File: config.mk
export PLATFORM = sky130hd
export DESIGN_NAME = multicycle_controller
export DESIGN_NICKNAME = d
export VERILOG_FILES = /design/src/rtl/multicycle_controller.sv
export SDC_FILE = /design/constraint.sdc
export NUM_CORES = 1
export LEC_CHECK = 0
export ABC_CLOCK_PERIOD_IN_PS = 3150
export CAP_MARGIN = 10
export CELL_PAD_IN_SITES_DETAIL_PLACEMENT = 1
export CELL_PAD_IN_SITES_GLOBAL_PLACEMENT = 1
export CORE_UTILIZATION = 39
export CTS_BUF_LIST = sky130_fd_sc_hd__clkbuf_8
export DETAILED_ROUTE_END_ITERATION = 6
export GPL_TIMING_DRIVEN = 0
export PLACE_DENSITY = 0.9
export SETUP_SLACK_MARGIN = 0.1
export SLEW_MARGIN = 15
export SYNTH_ARGS = -nofsm -noshare
export SYNTH_HDL_FRONTEND = slang
export SYNTH_SLANG_ARGS = --single-unit
File: constraint.sdc
create_clock -name clk -period 3.15 [get_ports clk]
set_input_delay 0.945 -clock clk [delete_from_list [all_inputs] [get_ports clk]]
set_output_delay 0.945 -clock clk [all_outputs]
set_load 0.02 [all_outputs]
File: src/rtl/multicycle_controller.sv
// Moore control unit for the multicycle ARM-subset datapath: sequencing, NZCV flags, condition check, ALU decode.
// Optional build macro CTRL_MEMWAIT_EN adds MemReady and holds FETCH/MEMRD/MEMWR until memory completes.
module multicycle_controller (
    input  logic       clk,
    input  logic       reset,
    input  logic [3:0] Cond,
    input  logic [1:0] Op,
    input  logic [5:0] Funct,
    input  logic [3:0] Rd,
    input  logic [3:0] ALUFlags,
`ifdef CTRL_MEMWAIT_EN
    input  logic       MemReady,
`endif
    output logic       PCWrite,
    output logic       MemWrite,
    output logic       RegWrite,
    output logic       IRWrite,
    output logic       AdrSrc,
    output logic       ALUSrcA,
    output logic [1:0] ALUSrcB,
    output logic [1:0] ResultSrc,
    output logic [1:0] ALUControl
);
    typedef enum logic [3:0] {
        FETCH, DECODE, MEMADR, MEMRD, MEMWB, MEMWR, EXECR, EXECI, ALUWB, BRANCH
    } state_t;

    typedef struct packed {
        logic       irw, nextpc, regw, memw, branch, aluop, adrsrc, srca;
        logic [1:0] srcb, ressrc;
    } ctl_t;

    // Per-state strobes; registered from the next state so they line up with state_q.
    function automatic ctl_t state_ctl(input state_t s);
        ctl_t c = '0;
        case (s)
            FETCH:  begin c.irw = 1'b1; c.nextpc = 1'b1; c.srca = 1'b1; c.srcb = 2'b10; c.ressrc = 2'b10; end
            DECODE: begin c.srca = 1'b1; c.srcb = 2'b10; c.ressrc = 2'b10; end
            MEMADR: c.srcb = 2'b01;
            MEMRD:  c.adrsrc = 1'b1;
            MEMWB:  begin c.ressrc = 2'b01; c.regw = 1'b1; end
            MEMWR:  begin c.adrsrc = 1'b1; c.memw = 1'b1; end
            EXECR:  c.aluop = 1'b1;
            EXECI:  begin c.srcb = 2'b01; c.aluop = 1'b1; end
            ALUWB:  c.regw = 1'b1;
            BRANCH: begin c.srcb = 2'b01; c.ressrc = 2'b10; c.branch = 1'b1; end
            default: c = '0;
        endcase
        return c;
    endfunction

    state_t     state_q, state_d;
    ctl_t       ctl_q;
    logic [3:0] flags_q, flags_d;
    logic       condexr_q;
    logic       condex, memrdy, rd15;
    logic [1:0] flagw;
    logic [3:0] cmd;

`ifdef CTRL_MEMWAIT_EN
    assign memrdy = MemReady;
`else
    assign memrdy = 1'b1;
`endif

    assign cmd  = Funct[4:1];
    assign rd15 = (Rd == 4'd15);

    always_comb begin
        state_d = state_q;
        case (state_q)
            FETCH:  if (memrdy) state_d = DECODE;
            DECODE: case (Op)
                        2'b01:   state_d = MEMADR;
                        2'b00:   state_d = Funct[5] ? EXECI : EXECR;
                        2'b10:   state_d = BRANCH;
                        default: state_d = FETCH;
                    endcase
            MEMADR: state_d = Funct[0] ? MEMRD : MEMWR;
            MEMRD:  if (memrdy) state_d = MEMWB;
            MEMWR:  if (memrdy) state_d = FETCH;
            EXECR, EXECI: state_d = ALUWB;
            default: state_d = FETCH;
        endcase
    end

    always_comb begin
        ALUControl = 2'b00;
        if (ctl_q.aluop) begin
            case (cmd)
                4'b0100: ALUControl = 2'b00;
                4'b0010: ALUControl = 2'b01;
                4'b0000: ALUControl = 2'b10;
                default: ALUControl = 2'b11;
            endcase
        end
        flagw = 2'b00;
        if (ctl_q.aluop && Funct[0])
            flagw = (cmd == 4'b0100 || cmd == 4'b0010) ? 2'b11 : 2'b10;
    end

    // flags_q = {N, Z, C, V}
    always_comb begin
        flags_d = flags_q;
        if (condexr_q) begin
            if (flagw[1]) flags_d[3:2] = ALUFlags[3:2];
            if (flagw[0]) flags_d[1:0] = ALUFlags[1:0];
        end
    end

    always_comb begin
        case (Cond)
            4'b0000: condex = flags_q[2];
            4'b0001: condex = ~flags_q[2];
            4'b0010: condex = flags_q[1];
            4'b0011: condex = ~flags_q[1];
            4'b0100: condex = flags_q[3];
            4'b0101: condex = ~flags_q[3];
            4'b0110: condex = flags_q[0];
            4'b0111: condex = ~flags_q[0];
            4'b1000: condex = flags_q[1] & ~flags_q[2];
            4'b1001: condex = ~flags_q[1] | flags_q[2];
            4'b1010: condex = (flags_q[3] == flags_q[0]);
            4'b1011: condex = (flags_q[3] != flags_q[0]);
            4'b1100: condex = ~flags_q[2] & (flags_q[3] == flags_q[0]);
            4'b1101: condex = flags_q[2] | (flags_q[3] != flags_q[0]);
            default: condex = 1'b1;
        endcase
    end

    always_ff @(posedge clk or posedge reset) begin
        if (reset) begin
            state_q   <= FETCH;
            ctl_q     <= state_ctl(FETCH);
            flags_q   <= 4'b0000;
            condexr_q <= 1'b0;
        end else begin
            state_q <= state_d;
            ctl_q   <= state_ctl(state_d);
            flags_q <= flags_d;
            if (state_q == DECODE) condexr_q <= condex;
        end
    end

    assign AdrSrc    = ctl_q.adrsrc;
    assign ALUSrcA   = ctl_q.srca;
    assign ALUSrcB   = ctl_q.srcb;
    assign ResultSrc = ctl_q.ressrc;
    // Enables are forced low while reset is held so an aborted instruction cannot write.
    assign IRWrite   = ~reset & ctl_q.irw & memrdy;
    assign MemWrite  = ~reset & ctl_q.memw & condexr_q;
    assign RegWrite  = ~reset & ctl_q.regw & condexr_q & ~rd15;
    assign PCWrite   = ~reset & ((ctl_q.nextpc & memrdy) | (ctl_q.branch & condexr_q) |
                                 (ctl_q.regw & condexr_q & rd15));
endmodule

==> out/metrics.cfg, run 1 <==
[run_status]
outcome=completed

[setup_path]
r2r-start=state_q[1]$_DFF_PP0_
crit_fanout=2
slowest_stage=clkdlybuf4s50_1
cp.required_ns=2.20
crit_arrival_ns=2.00
path_cells=clkdlybuf4s50_1 -> nand4_1 -> o21bai_1 -> a21oi_1 -> nor2_1 -> buf_2
rr_worst_depth=4
r2r-end=ALUSrcB[0]$_DFF_PP0_
crit_path_start=Rd[1]
worstSetupEndpointType=output port
startpoint_type=input pin
endpoint=PCWrite
rrSetupSlack_ns=1.36
max_stage_delay_ns=0.46
path_class=in -> out

[global_routing]
first_global_vias=916
grt_pass1_wl_um=4512
grt_start_max_net_pins=12
overflow=0
grt_util_all_layers_pct=22.59
antenna_found_initial=0

[finish]
ff_latch_area_um2=505.5
diodes=0
synthToLayoutAreaGrowth_pct=39.26
fillers=281
fin_util_pct=58.95
nets=164
design_area_um2=1500
multi_input_area_um2=509.2
drive_above_1_share_pct=21.99

[synthesis]
synth-edff-count=0
synth.largest_area_cell=dfrtp_1
synth-compound-area-share_pct=16.72
asyncSetResetFlopFracSynth_pct=100.0
synth_mux_area_share_pct=6.272
yosys_most_used_dff=dfrtp_1
synth_common_cells=16 x dfrtp_1, 10 x nor2_1, 8 x inv_1
ys_seq_area_share_pct=46.92
synth_fa_ha_area_share_pct=0
syn-num-nets=123
synth.top_cell.area_share_pct=37.17
synth.most_common_cell=dfrtp_1
syn_inst=101
ys_types=37
synthSimpleGateAreaFrac_pct=21.37
postSynthAreaPerCell_um2=10.67
syn-cell-area_um2=1077
synth-seq-cells=20
synthTopCellsByArea=dfrtp_1 37%, dfstp_2 9.8%, mux2_2 4.2%
yosysWarnings=0
synth_xor_area_share_pct=2.439
synth_top_family_by_area=simple AND/OR/NAND/NOR gates

[timing]
fin_crit_ns=2.945
timing.final.crit_share_pct=93.48
clock.fmax_ghz=0.3396
hold_violations=0
setup_violations=0
fin_skew_ns=0.006822
tightest_slew_ns=0.5280
slew_viol_final=0
rsz0062_at_grt=false
slew_headroom_pct=64.61

[detailed_routing]
vias=941
drc=0
avgViaCountPerCell=5.503
first_pass_iters=3
routed_wl_um=2931
antenna_left=0
wl_per_cell_um=17.14
dr.first_iter.drc_count=8

[placement]
placed_area_um2=1445
dpl.hpwl_um=2140
port_buffers=33
gp_congestion=0.8480

[clock_network]
cts_tree=yes
clockRootBuffer=clkbuf_8
cts_buffers=3
clock_sinks=20
cts_hold_buf=0
cts.clk_slew.worst_paths_ns=0.07
cts_buffer_depth=2
htree_levels=1
clkLatencyLatePin_ns=0.26

[power_and_ir_drop]
power_mw=1.183
ir_worst_vdd_mv=0.5187
p_leak_nw=0.6650
cellPowerDensity_nw_per_um2=788.7

[floorplanning]
rows=18
io_pins=34
die_x_um=54.56
initial_core_util_pct=42.33
core_um2=2545
die_h_um=54.56
die_area_um2=2976

[min_path]
hold_class=reg -> reg

[job]
maxCapViolCount=0

[what timing repair did]
action	CTS	global route
setup endpoints to repair	6	2
buffers inserted	2	0
pin swaps	0	1
resized for setup	13	3
cloned	1	0
[area by class of cell]
type,instances,share of cell area [%]
Buffer,5,2.502
Clock buffer,3,2.752
Clock inverter,1,0.2502
Inverter,8,2.252
Multi-Input combinational cell,68,33.94
Sequential cell,20,33.69
Tap cell,30,2.502
Timing Repair Buffer,35,21.77
Timing Repair inverter,1,0.3336
[where the power goes]
group / switching, mW / total, mW / internal, mW
sequential: 0.0814 / 0.451 / 0.370
combinational: 0.289 / 0.564 / 0.275
clock: 0.0809 / 0.168 / 0.0868
total: 0.451 / 1.18 / 0.732
[stage by stage]
step | setup WS, ns | std cells | setup TNS (ns) | hold slack (ns)
2_1_floorplan | 0.4141 | 101 | 0 | 0.5104
3_3_place_gp | -0.7059 | 164 | -1.735 | 0.5414
3_5_place_dp | -0.7232 | 164 | -1.846 | 0.5511
4_1_cts | 0.1336 | 171 | 0 | 0.5681
5_1_grt | 0.1051 | 171 | 0 | 0.6097
6_report | 0.2053 | 171 | 0 | 0.5669
[cell usage in the layout, fill, tap and decap left out, types with 2 or more instances in the layout]
cell type        synthesis  routed
a211oi_1                 2       2
and3_1                   2       2
buf_2                    0       2
buf_4                    5       7
clkbuf_8                 0       3
clkdlybuf4s50_1          0      27
dfrtp_1                 16      16
dfstp_2                  4       4
dlygate4sd2_1            0       3
inv_1                    8       8
mux2_2                   4       4
nand2_1                  3       3
nand2b_1                 5       5
nand4_1                  2       2
nor2_1                  10      10
nor2b_1                  5       5
nor3_1                   4       3
nor3b_1                  2       2
o21ai_0                  3       3
o21bai_1                 2       2
o31a_1                   2       2
o32ai_1                  2       2
xnor2_1                  2       2
[worst max-delay path, delay by kind of cell]
| family | cells | cell delay, ns |
|---|---|---|
| buffers and inverters | 2 | 0.62 |
| AND/OR/NAND/NOR | 2 | 0.20 |
| AO/OA/AOI/OAI | 2 | 0.23 |
[routing by layer]
metal | wire [µm] | up-vias | global-route usage (%)
li1 | - | 445 | -
met1 | 1143 | 466 | 24.91
met2 | 1643 | 25 | 43.90
met3 | 103 | 5 | 1.667
met4 | 41 | 0 | 8.974
met5 | 0 | - | 0
[how the worst min path moves through the flow]
stage                                       from                      to  slack, ns  depth (start not counted)
after floorplan           flags_q[1]$_DFFE_PP0P_  flags_q[1]$_DFFE_PP0P_       0.51                          1
after global placement    flags_q[1]$_DFFE_PP0P_  flags_q[1]$_DFFE_PP0P_       0.54                          1
after detailed placement  flags_q[1]$_DFFE_PP0P_  flags_q[1]$_DFFE_PP0P_       0.55                          1
after CTS                 flags_q[1]$_DFFE_PP0P_  flags_q[1]$_DFFE_PP0P_       0.57                          1
after global routing        state_q[0]$_DFF_PP0_        AdrSrc$_DFF_PP0_       0.61                          2
final                     flags_q[1]$_DFFE_PP0P_  flags_q[1]$_DFFE_PP0P_       0.57                          1
[state kept, by name (all words and copies together), names as in the netlist]
name and count:
condexr_q 1, ResultSrc 2, ALUSrcB 2, flags_q 4, AdrSrc 1, state_q 4, ctl_q 5, ALUSrcA 1
[cell families after synthesis]
| family | Yosys count |
|---|---|
| AO/OA/AOI/OAI | 20 |
| buffers and inverters | 13 |
| flip-flops | 20 |
| XOR/XNOR | 3 |
| AND/OR/NAND/NOR | 40 |
| multiplexers | 5 |
Power figures use the tool's default switching activity.
==> run 2: changes to the inputs <==
--- a/config.mk
+++ b/config.mk
@@ -11,6 +11,7 @@
 export CELL_PAD_IN_SITES_GLOBAL_PLACEMENT = 1
 export CORE_UTILIZATION = 39
 export CTS_BUF_LIST = sky130_fd_sc_hd__clkbuf_8
+export CTS_CLUSTER_DIAMETER = 80
 export DETAILED_ROUTE_END_ITERATION = 6
 export GPL_TIMING_DRIVEN = 0
 export PLACE_DENSITY = 0.9
==> results of run 2 <==
Final layout, timing and power as in run 1 (identical DEF).
==> run 3: changes to the inputs <==
--- a/config.mk
+++ b/config.mk
@@ -5,16 +5,17 @@
 export SDC_FILE = /design/constraint.sdc
 export NUM_CORES = 1
 export LEC_CHECK = 0
-export ABC_CLOCK_PERIOD_IN_PS = 3150
 export CAP_MARGIN = 10
 export CELL_PAD_IN_SITES_DETAIL_PLACEMENT = 1
 export CELL_PAD_IN_SITES_GLOBAL_PLACEMENT = 1
+export CORE_MARGIN = 1.5
 export CORE_UTILIZATION = 39
 export CTS_BUF_LIST = sky130_fd_sc_hd__clkbuf_8
 export CTS_CLUSTER_DIAMETER = 80
 export DETAILED_ROUTE_END_ITERATION = 6
 export GPL_TIMING_DRIVEN = 0
 export PLACE_DENSITY = 0.9
+export REMOVE_ABC_BUFFERS = 1
 export SETUP_SLACK_MARGIN = 0.1
 export SLEW_MARGIN = 15
 export SYNTH_ARGS = -nofsm -noshare
==> out/metrics.cfg, run 3 (synthesis gave the netlist of run 1 again) <==
[setup_path]
crit_path_start=Rd[2]
crit_arrival_ns=2.02  ; +0.02 ns
path_class=in -> out
r2r-start=state_q[1]$_DFF_PP0_
path_cells=clkdlybuf4s50_1 -> nand4_1 -> and4_1 -> clkdlybuf4s15_1
cp.required_ns=2.20  ; about the same
max_stage_delay_ns=0.45  ; about the same
slowest_stage=clkdlybuf4s50_1
crit_fanout=2  ; unchanged
startpoint_type=input pin
worstSetupEndpointType=output port

[finish]
design_area_um2=1478  ; -1.5%
top_regs=ctl_q: 5 flops, flags_q: 4 flops, state_q: 4 flops
diodes=0  ; unchanged
largest_reg_flops=5  ; unchanged
stdcell_count=166  ; -2.9%
fin_util_pct=58.06  ; -0.89 points
drive_above_1_share_pct=19.12  ; -2.9 points
nets=159  ; -3.0%
layout_commonest_cell=clkdlybuf4s50_1
synthToLayoutAreaGrowth_pct=37.17
most-common-layout-cells=27 x clkdlybuf4s50_1, 16 x dfrtp_1, 10 x nor2_1
regMostFlops=ctl_q

[timing]
fin_ws_ns=0.1827  ; -0.02260 ns
slew_headroom_pct=66.02  ; +1.4 points
clock.fmax_ghz=0.3370  ; -0.76%
rsz0062_at_grt=false
fin_setup_tns_ns=0  ; unchanged
fin_skew_ns=0.001531  ; -0.005291 ns
fin_crit_ns=2.967  ; +0.02260 ns
hold_violations=0  ; unchanged
setup_violations=0  ; unchanged
slew_viol_final=0  ; unchanged
timing.final.crit_share_pct=94.20  ; +0.72 points
tightest_slew_ns=0.5069  ; -0.02102 ns
hold_ws_ns=0.5724  ; +0.005521 ns

[global_routing]
grt_start_max_net_pins=12  ; unchanged
grt_pass1_wl_um=4802  ; +6.4%
antenna_found_initial=0  ; unchanged
overflow=0  ; unchanged
first_global_vias=1034  ; +13%
grt_util_all_layers_pct=19.60  ; -3.0 points

[detailed_routing]
drc=0  ; unchanged
antenna_left=0  ; unchanged
dr.first_iter.drc_count=9  ; +1
wl_per_cell_um=16.27  ; -5.1%
first_pass_iters=4  ; +1
avgViaCountPerCell=5.506  ; about the same
vias=914  ; -2.9%
routed_wl_um=2700  ; -7.9%

[clock_network]
clkLatencyLatePin_ns=0.25  ; about the same
cts_buffer_depth=2  ; unchanged
clock_sinks=20  ; unchanged
cts_buffers=3  ; unchanged
htree_levels=1  ; unchanged
cts.clk_slew.worst_paths_ns=0.07  ; about the same
clockRootBuffer=clkbuf_8
cts_hold_buf=0  ; unchanged
cts_tree=yes

[power_and_ir_drop]
p_leak_nw=0.6413  ; -3.6%
switching_share_pct=37.87  ; -0.26 points
switching_power_mw=0.4425  ; -1.9%
clkPwrFrac_pct=16.5  ; +2.3 points
power_mw=1.169  ; -1.2%
p_seq_share_pct=40.2  ; +2.1 points
ir_worst_vdd_mv=0.6266  ; +21%
combPwrFrac_pct=43.3  ; -4.4 points
cellPowerDensity_nw_per_um2=790.8  ; +0.26%
p_int_mw=0.7260  ; -0.83%

[min_path]
hold_class=reg -> reg
hp-start=flags_q[1]$_DFFE_PP0P_

[floorplanning]
io_pins=34  ; unchanged
die_x_um=55.56  ; +1.8%
core_um2=2545  ; unchanged
rows=18  ; unchanged
die_h_um=55.56  ; +1.8%
die_area_um2=3086  ; +3.7%
initial_core_util_pct=42.33  ; unchanged

[placement]
dp.cells=159  ; -3.0%
dpl.hpwl_um=1990  ; -7.0%
place_ws_ns=-0.7584  ; -0.03519 ns
port_buffers=33  ; unchanged
gp_congestion=0.7914  ; -6.7%
placed_area_um2=1408  ; -2.6%

[job]
maxCapViolCount=0  ; unchanged

[run_status]
outcome=completed

run 3: changes by cell type in the layout (fill, tap and decap cells not counted), sizes merged:
cell	change
buf	-6
clkbuf	+1
clkdlybuf4s15	+1
inv	-1
run 3: timing repair:
item / CTS / global route
setup buffers: 2 / 0
cloned: 1 / 0
resized for setup: 12 / 2
setup endpoints to repair: 6 / 2
pin swaps: 0 / 0
run 3: routing by layer:
| metal | vias up | global-route usage, % | share of wire [%] |
|---|---|---|---|
| met5 | - | 0 | 0 |
| met4 | 0 | 8.362 | 2.1 |
| met1 | 457 | 22.96 | 42 |
| li1 | 428 | - | - |
| met3 | 7 | 3.747 | 3.5 |
| met2 | 22 | 34.69 | 52 |
run 3: path summary, 6_finish.rpt:
check | to | slack [ns] | cells past startpoint
max | RegWrite | 0.18 | 4
min | flags_q[1]$_DFFE_PP0P_ | 0.57 | 1
max reg2reg | ALUSrcB[0]$_DFF_PP0_ | 1.38 | 4
min reg2reg | flags_q[1]$_DFFE_PP0P_ | 0.57 | 1
max in group asynchronous | ALUSrcB[1]$_DFF_PP1_ | 1.90 | 2
min in group asynchronous | ctl_q[9]$_DFF_PP0_ | 0.90 | 3
run 3: worst max-delay path, delay by kind of cell:
| kind | cells | cell delay (ns) |
|---|---|---|
| buffers and inverters | 2 | 0.73 |
| AND/OR/NAND/NOR | 2 | 0.34 |
run 3: area by class of cell:
class / instances / area [µm²]
clock buffer: 4 / 55.05
timing repair inverter: 1 / 5.005
inverter: 8 / 33.78
multi-input combinational: 68 / 509.2
fill: 289 / 1067
tap: 30 / 37.54
timing repair buffer: 35 / 331.6
sequential: 20 / 505.5
run 3: power by group through the flow:
stage               clock network (mW)  registers (mW)  logic [mW]
floorplan                            0           0.479       0.294
global placement                     0           0.458       0.487
detailed placement                   0           0.472       0.512
CTS                              0.196           0.466       0.512
global route                     0.210           0.487       0.552
finish                           0.193           0.469       0.506
